===== config.mk =====
export PLATFORM = sky130hd
export DESIGN_NAME = reshape_input
export DESIGN_NICKNAME = d
export VERILOG_FILES = /design/src/rtl/reshape_pkg.sv /design/src/rtl/reshape_input.sv
export SDC_FILE = /design/constraint.sdc
export NUM_CORES = 1
export LEC_CHECK = 0
export CAP_MARGIN = 40
export CORE_MARGIN = 1
export CORE_UTILIZATION = 25
export CTS_BUF_LIST = sky130_fd_sc_hd__clkbuf_2
export CTS_CLUSTER_DIAMETER = 30
export DETAILED_ROUTE_END_ITERATION = 6
export GPL_ROUTABILITY_DRIVEN = 0
export PLACE_DENSITY = 0.56
export SLEW_MARGIN = 5
export SYNTH_ARGS = -nofsm -noshare
export SYNTH_HDL_FRONTEND = slang
export SYNTH_SLANG_ARGS = --single-unit
export TNS_END_PERCENT = 20

===== constraint.sdc =====
create_clock -name clk -period 62.7 [get_ports clk]
set_input_delay 6.27 -clock clk [delete_from_list [all_inputs] [get_ports clk]]
set_output_delay 6.27 -clock clk [all_outputs]
set_load 0.03 [all_outputs]

===== src/rtl/reshape_pkg.sv =====
// Shared types and default frame geometry for the reshape (serializer/deserializer) blocks.
package reshape_pkg;

    typedef enum logic [1:0] {
        FILL,
        HOLD,
        DISCARD
    } reshape_state_t;

    localparam int unsigned RESHAPE_FRAME_LEN = 40;
    localparam int unsigned RESHAPE_SAMPLE_W  = 16;

endpackage


===== src/rtl/reshape_input.sv =====
// Stream-to-frame deserializer: collects N_OUT samples into one parallel frame.
// Define RESHAPE_INPUT_LAST_CHECK_EN to enable s_last framing checks (err_short/err_long).
module reshape_input
    import reshape_pkg::*;
#(
    parameter int unsigned N_OUT = RESHAPE_FRAME_LEN,
    parameter int unsigned WIDTH = RESHAPE_SAMPLE_W,
    parameter int unsigned CNT_W = $clog2(N_OUT)
) (
    input  logic             clk,
    input  logic             reset,
    input  logic [WIDTH-1:0] in [1],
    input  logic             s_valid,
    output logic             s_ready,
    input  logic             s_last,
    output logic [WIDTH-1:0] out [N_OUT],
    output logic             m_valid,
    input  logic             m_ready,
    output logic             err_short,
    output logic             err_long
);

    localparam logic [CNT_W-1:0] LastBeat = CNT_W'(N_OUT - 1);

    reshape_state_t   state_q, state_d;
    logic [CNT_W-1:0] count_q, count_d;
    logic [WIDTH-1:0] banks_q [N_OUT];
    logic [WIDTH-1:0] banks_d [N_OUT];
    logic             long_q, long_d;
    logic             err_short_q, err_short_d;
    logic             err_long_q, err_long_d;
    logic             accept;

    assign s_ready   = (state_q == FILL) || (state_q == DISCARD);
    assign m_valid   = (state_q == HOLD);
    assign accept    = s_valid && s_ready;
    assign out       = banks_q;
    assign err_short = err_short_q;
    assign err_long  = err_long_q;

    always_comb begin
        state_d     = state_q;
        count_d     = count_q;
        banks_d     = banks_q;
        long_d      = long_q;
        err_short_d = 1'b0;
        err_long_d  = 1'b0;
        unique case (state_q)
            FILL: begin
                if (accept) begin
                    banks_d[count_q] = in[0];
`ifdef RESHAPE_INPUT_LAST_CHECK_EN
                    if (s_last && (count_q != LastBeat)) begin
                        // Short frame: drop the partial frame and restart at beat 0.
                        err_short_d = 1'b1;
                        count_d     = '0;
                    end else
`endif
                    if (count_q == LastBeat) begin
                        count_d = '0;
                        state_d = HOLD;
`ifdef RESHAPE_INPUT_LAST_CHECK_EN
                        if (!s_last) begin
                            err_long_d = 1'b1;
                            long_d     = 1'b1;
                        end
`endif
                    end else begin
                        count_d = count_q + 1'b1;
                    end
                end
            end
            HOLD: begin
                if (m_ready) begin
                    state_d = long_q ? DISCARD : FILL;
                end
            end
            DISCARD: begin
                // Only reachable after a long frame; drop beats until the upstream frame ends.
                if (accept && s_last) begin
                    long_d  = 1'b0;
                    state_d = FILL;
                end
            end
            default: state_d = FILL;
        endcase
    end

    always_ff @(posedge clk or posedge reset) begin
        if (reset) begin
            state_q     <= FILL;
            count_q     <= '0;
            long_q      <= 1'b0;
            err_short_q <= 1'b0;
            err_long_q  <= 1'b0;
            for (int i = 0; i < int'(N_OUT); i++) begin
                banks_q[i] <= '0;
            end
        end else begin
            state_q     <= state_d;
            count_q     <= count_d;
            long_q      <= long_d;
            err_short_q <= err_short_d;
            err_long_q  <= err_long_d;
            banks_q     <= banks_d;
        end
    end

endmodule


* After elaboration in Yosys (flattened, before gate mapping)
Cells that the tools add are included.
** Word-level totals
- Register bits :: 648
- Input port bits :: 21
- Output and inout port bits :: 644
** Cells by class
- Add/sub/neg operators :: 1
- Order comparisons :: 2
- Equal/unequal tests :: 7
- Mux-type cells :: 9
- Bitwise logic cells :: 1
- Reductions and logical operators :: 7
** Operators by type and width (number)
- 640-bit bitwise mux :: 1
- 16-bit demux with 6-bit select :: 1
- 16-bit 2-to-1 mux :: 1
- 2-bit 2-to-1 mux :: 4
- 7-bit greater-or-equal comparator, second input constant :: 1
- 7-bit by 1-bit < comparator with 1-bit output, second input constant :: 1
- 6-bit NOT with 7-bit output :: 1
- 6-bit by 1-bit adder with 6-bit output, second input constant :: 1
- 6-bit == test, second input constant :: 1
- 6-bit 2-to-1 mux :: 1
- 2-bit by 1-bit inequality test with 1-bit output, second input constant :: 3
- 2-bit one-hot mux with 3 select lines :: 1
- 4-bit AND reduction :: 1
- 1-bit logical AND :: 3
- 2-bit by 1-bit == test with 1-bit output, second input constant :: 1
- 2-bit == test, second input constant :: 1
- 2-bit zero test :: 1
- 2-bit inequality test, second input constant :: 1
- 2-bit AND reduction :: 1
- 1-bit logical OR :: 1

* Longest topological paths before layout
- Depth in word-level cells :: 6
- Gate-level depth with buffers :: 6
- Gate-level depth less buffers :: 4

* Worst setup path before layout
Ideal clock, no wire load.
- Kind :: in2reg
- Start point :: input s_valid
- End point :: register banks_q (netlist bit out[400])
- Data arrival time :: 7.602 ns
- Path slack :: 54.973 ns
- Cell stages on the path :: 5
- Path through :: or3b_1 > buf_4 > nor3_4 > buf_6 > mux2_2
** On the way
- Longest elaborated chain between the ends :: 2
** Ends and longest elaborated chain
- start, declared :: RTL line reshape_input.sv:13 : input logic s_valid,
- 1-bit logical AND :: RTL line reshape_input.sv:36 : assign accept = s_valid && s_ready;
- 2-bit AND reduction (no line)
- end signal, assigned :: RTL line reshape_input.sv:105 : banks_q <= banks_d;
- end, declared :: RTL line reshape_input.sv:27 : logic [WIDTH-1:0] banks_q [N_OUT];
Every way passes these cells.
A chain may end at the register's enable or synchronous reset.

* Final worst setup path
- Start point :: register state_q[0]
- End point :: output s_ready
** On the way
- Longest elaborated chain between the ends :: 2
- Elaborated cells between the ends (all ways) :: 3
- Classes of those cells :: 1 x eq/ne; 2 x reduce/logical
** Ends and longest elaborated chain
- start, declared :: RTL line reshape_input.sv:25 : reshape_state_t state_q, state_d;
- start signal, assigned :: RTL line reshape_input.sv:100 : state_q <= state_d;
- 2-bit == test or 2-bit zero test (tied branches) :: RTL line reshape_input.sv:34 : assign s_ready = (state_q == FILL) || (state_q == DISCARD);
- 1-bit logical OR (*) :: RTL line reshape_input.sv:34
- end, declared :: RTL line reshape_input.sv:14 : output logic s_ready,
Every way passes the cells marked *; elsewhere a longest branch is shown, timed or not.

==> run_results.csv <==
group,metric,value,unit
sta,fin_crit_sh,14.26,%
power,p_sw,0.0007389,W
drt,firstDrtPassIters,5,
final_layout,nFillCells,9653,
power,power_frac_clock,18.5,%
power,power.share.combinational,46.0,%
critical_path,cp.arrival,2.67,ns
critical_path,reg2reg_from,"count_q[4]",
power,ir_drop,0.02559,mV
clock_tree,cts_buffer_depth,3,
min_path,hp-class,"flop to flop",
clock_tree,post_cts_buffers,0,
synthesis,synth-main-ff-cell,"dfrtp_1",
drt,drcViolationCount,0,
clock_tree,cts_max_level,4,
critical_path,worstSetupStartpointType,"flop",
synthesis,synth_edf_count,0,
sta,tightest_slew,0.9338,ns
sta,hold_violations,0,
global_route,antenna_found_initial,11,
power,pwr-share-seq,35.5,%
global_route,grt_pass1_wl,121.3,mm
synthesis,synth_top_area_share,64.83,%
drt,routedWlPerCell,22.53,um
floorplan,initial_core_util,25.30,%
critical_path,required,56.43,ns
synthesis,synth_top_area_cell,"dfrtp_1",
sta,relSlewSlack,37.75,%
synthesis,yosysMostFrequentCell,"dfrtp_1",
sta,fin_crit,8.943,ns
clock_tree,post_cts_resized,0,
critical_path,crit_type,"flop to primary output",
final_layout,final_util,35.41,%
sta,setup_violations,0,
synthesis,async_flop_share,100.0,%
sta,fmax,0.1118,GHz
synthesis,netlist_area,0.02498,mm2
clock_tree,clk_pin_slew_worst_paths,0.10,ns
drt,wl,83.74,mm
sta,holdWs,0.4922,ns
final_layout,final_nets,2292,
drt,vias_per_cell,4.357,
power,total_power,0.001805,W
critical_path,critPathLaunch,"state_q[0]",
floorplan,die-area,0.1012,mm2
clock_tree,cts_buffers,182,
global_route,grt_max_degree,106,
global_route,grt_usage,16.45,%
drt,via_count,16190,
power,netSwitchingFraction,40.93,%
synthesis,synth-seq-cells,647,
min_path,worstHoldStart,"out[70]",
synthesis,ys_types,37,
placed_design,hpwl,57.71,mm
drt,first_iter_violations,598,
final_layout,drive_above_1_share,42.52,%
outcome,status,"completed",
synthesis,yosys-top-cells-area,"dfrtp_1 (65%), mux2_2 (29%), nor3_4 (1.3%)",
floorplan,core,0.09871,mm2
critical_path,end_kind,"primary output",
floorplan,die_w,318.1,um
run,drv_cap,0,
final_layout,multi_input_area,0.008065,mm2
clock_tree,cts_root_buffer,"clkbuf_2",
final_layout,fin_cells,3716,
clock_tree,cts_tree,"yes",
global_route,grt-ovfl-total,0,
clock_tree,clkSinkCount,647,
placed_design,placed_cells,3372,
synthesis,synth_top_cells_by_count,"dfrtp_1 (647), mux2_2 (634), clkbuf_1 (66), buf_2 (27), buf_6 (21)",
critical_path,crit_fanout,8,
power,leakage,16.13,nW
global_route,grt_pass1_vias,17290,
floorplan,die_h,318.1,um
sta,clock_skew,0.07138,ns
sta,rsz0062_at_grt,"no",
synthesis,yosysSeqAreaShare,64.83,%
sta,tns,0,ns
floorplan,row_count,115,
floorplan,io_pins,665,
sta,drv_slew,0,
power,internal-power,0.001066,W
clock_tree,clk_latency,1.44,ns
synthesis,synth_area_per_cell,16.64,um2
drt,antenna_left,0,
final_layout,syn_to_final_growth,39.94,%
placed_design,io_buffers,661,
clock_tree,hold_buffers,0,
power,cellPowerDensity,51.65,mW/mm2
synthesis,synth_cells,1501,
synthesis,ys.warnings.count,0,
final_layout,seq_area,0.01619,mm2
-- state kept, by name (all words and copies together) (netlist names) --
register and cells:
state_q 1, count_q 6, out 640
-- cell families after synthesis --
| family | Yosys count | synth area share [%] |
|---|---|---|
| AO/OA/AOI/OAI | 8 | 0.1904 |
| flip-flops | 647 | 64.83 |
| adder cells (fa/ha/maj) | 1 | 0.05009 |
| other | 1 | 0.01501 |
| buffers and inverters | 131 | 2.916 |
| XOR/XNOR | 2 | 0.07015 |
| AND/OR/NAND/NOR | 70 | 3.031 |
| multiplexers | 641 | 28.90 |
-- area by class of cell --
type / count / share of cell area, %
multi-input combinational: 724 / 23.08
sequential: 647 / 46.33
tap: 1287 / 4.607
clock buffer: 246 / 3.523
inverter: 4 / 0.06444
clock inverter: 88 / 1.747
timing repair buffer: 711 / 20.59
antenna: 9 / 0.06444
-- through the flow --
step,instance area [um2],setup WS (ns)
3_5_place_dp,33060,52.93
3_3_place_gp,32620,52.71
6_report,34950,53.76
4_1_cts,34900,53.42
5_1_grt,34940,53.44
2_1_floorplan,24980,38.30
-- layer usage --
metal / up-vias / wire length [um] / global-route usage [%]
met5: - / 23 / 0
met2: 607 / 40990 / 27.28
li1: 6967 / - / -
met3: 152 / 6554 / 6.061
met4: 4 / 2578 / 6.806
met1: 8460 / 33600 / 19.10
-- cells in the final DEF, fill, tap and decap left out, drive strengths merged, types with 2 or more instances in the layout --
cell / count
or3b: 4
nand2: 4
nand3: 21
and3b: 2
clkbuf: 246
o21ai: 4
or3: 2
xnor2: 2
mux2: 641
bufinv: 9
nor2: 2
nand3b: 2
nor3: 22
nand2b: 2
inv: 9
nor3b: 4
clkdlybuf4s50: 645
clkinv: 74
conb: 2
buf: 66
dfrtp: 647
nor2b: 3
diode: 9
-- worst max-delay path: stages, from the launching register on --
cell	delay [ns]
dfrtp_1	0.45
inv_1	0.11
clkdlybuf4s50_1	0.74
-- final timing paths --
check | slack (ns) | cells past startpoint | to
setup reg to reg | 60.13 | 4 | out[260]
max in group asynchronous | 54.55 | 6 | out[622]
setup / recovery | 53.76 | 2 | s_ready
hold / removal | 0.49 | 1 | out[70]
hold reg to reg | 0.49 | 1 | out[70]
min in group asynchronous | 5.37 | 2 | out[473]
-- power by group through the flow --
stage / clock network, W / logic, W / registers, W
floorplan: 0 / 0.000181 / 0.000925
global placement: 0 / 0.000826 / 0.000640
detailed placement: 0 / 0.000836 / 0.000650
CTS: 0.000353 / 0.000838 / 0.000642
global route: 0.000375 / 0.000859 / 0.000661
finish: 0.000334 / 0.000831 / 0.000641
No activity file was read; power rests on OpenSTA's default activity.
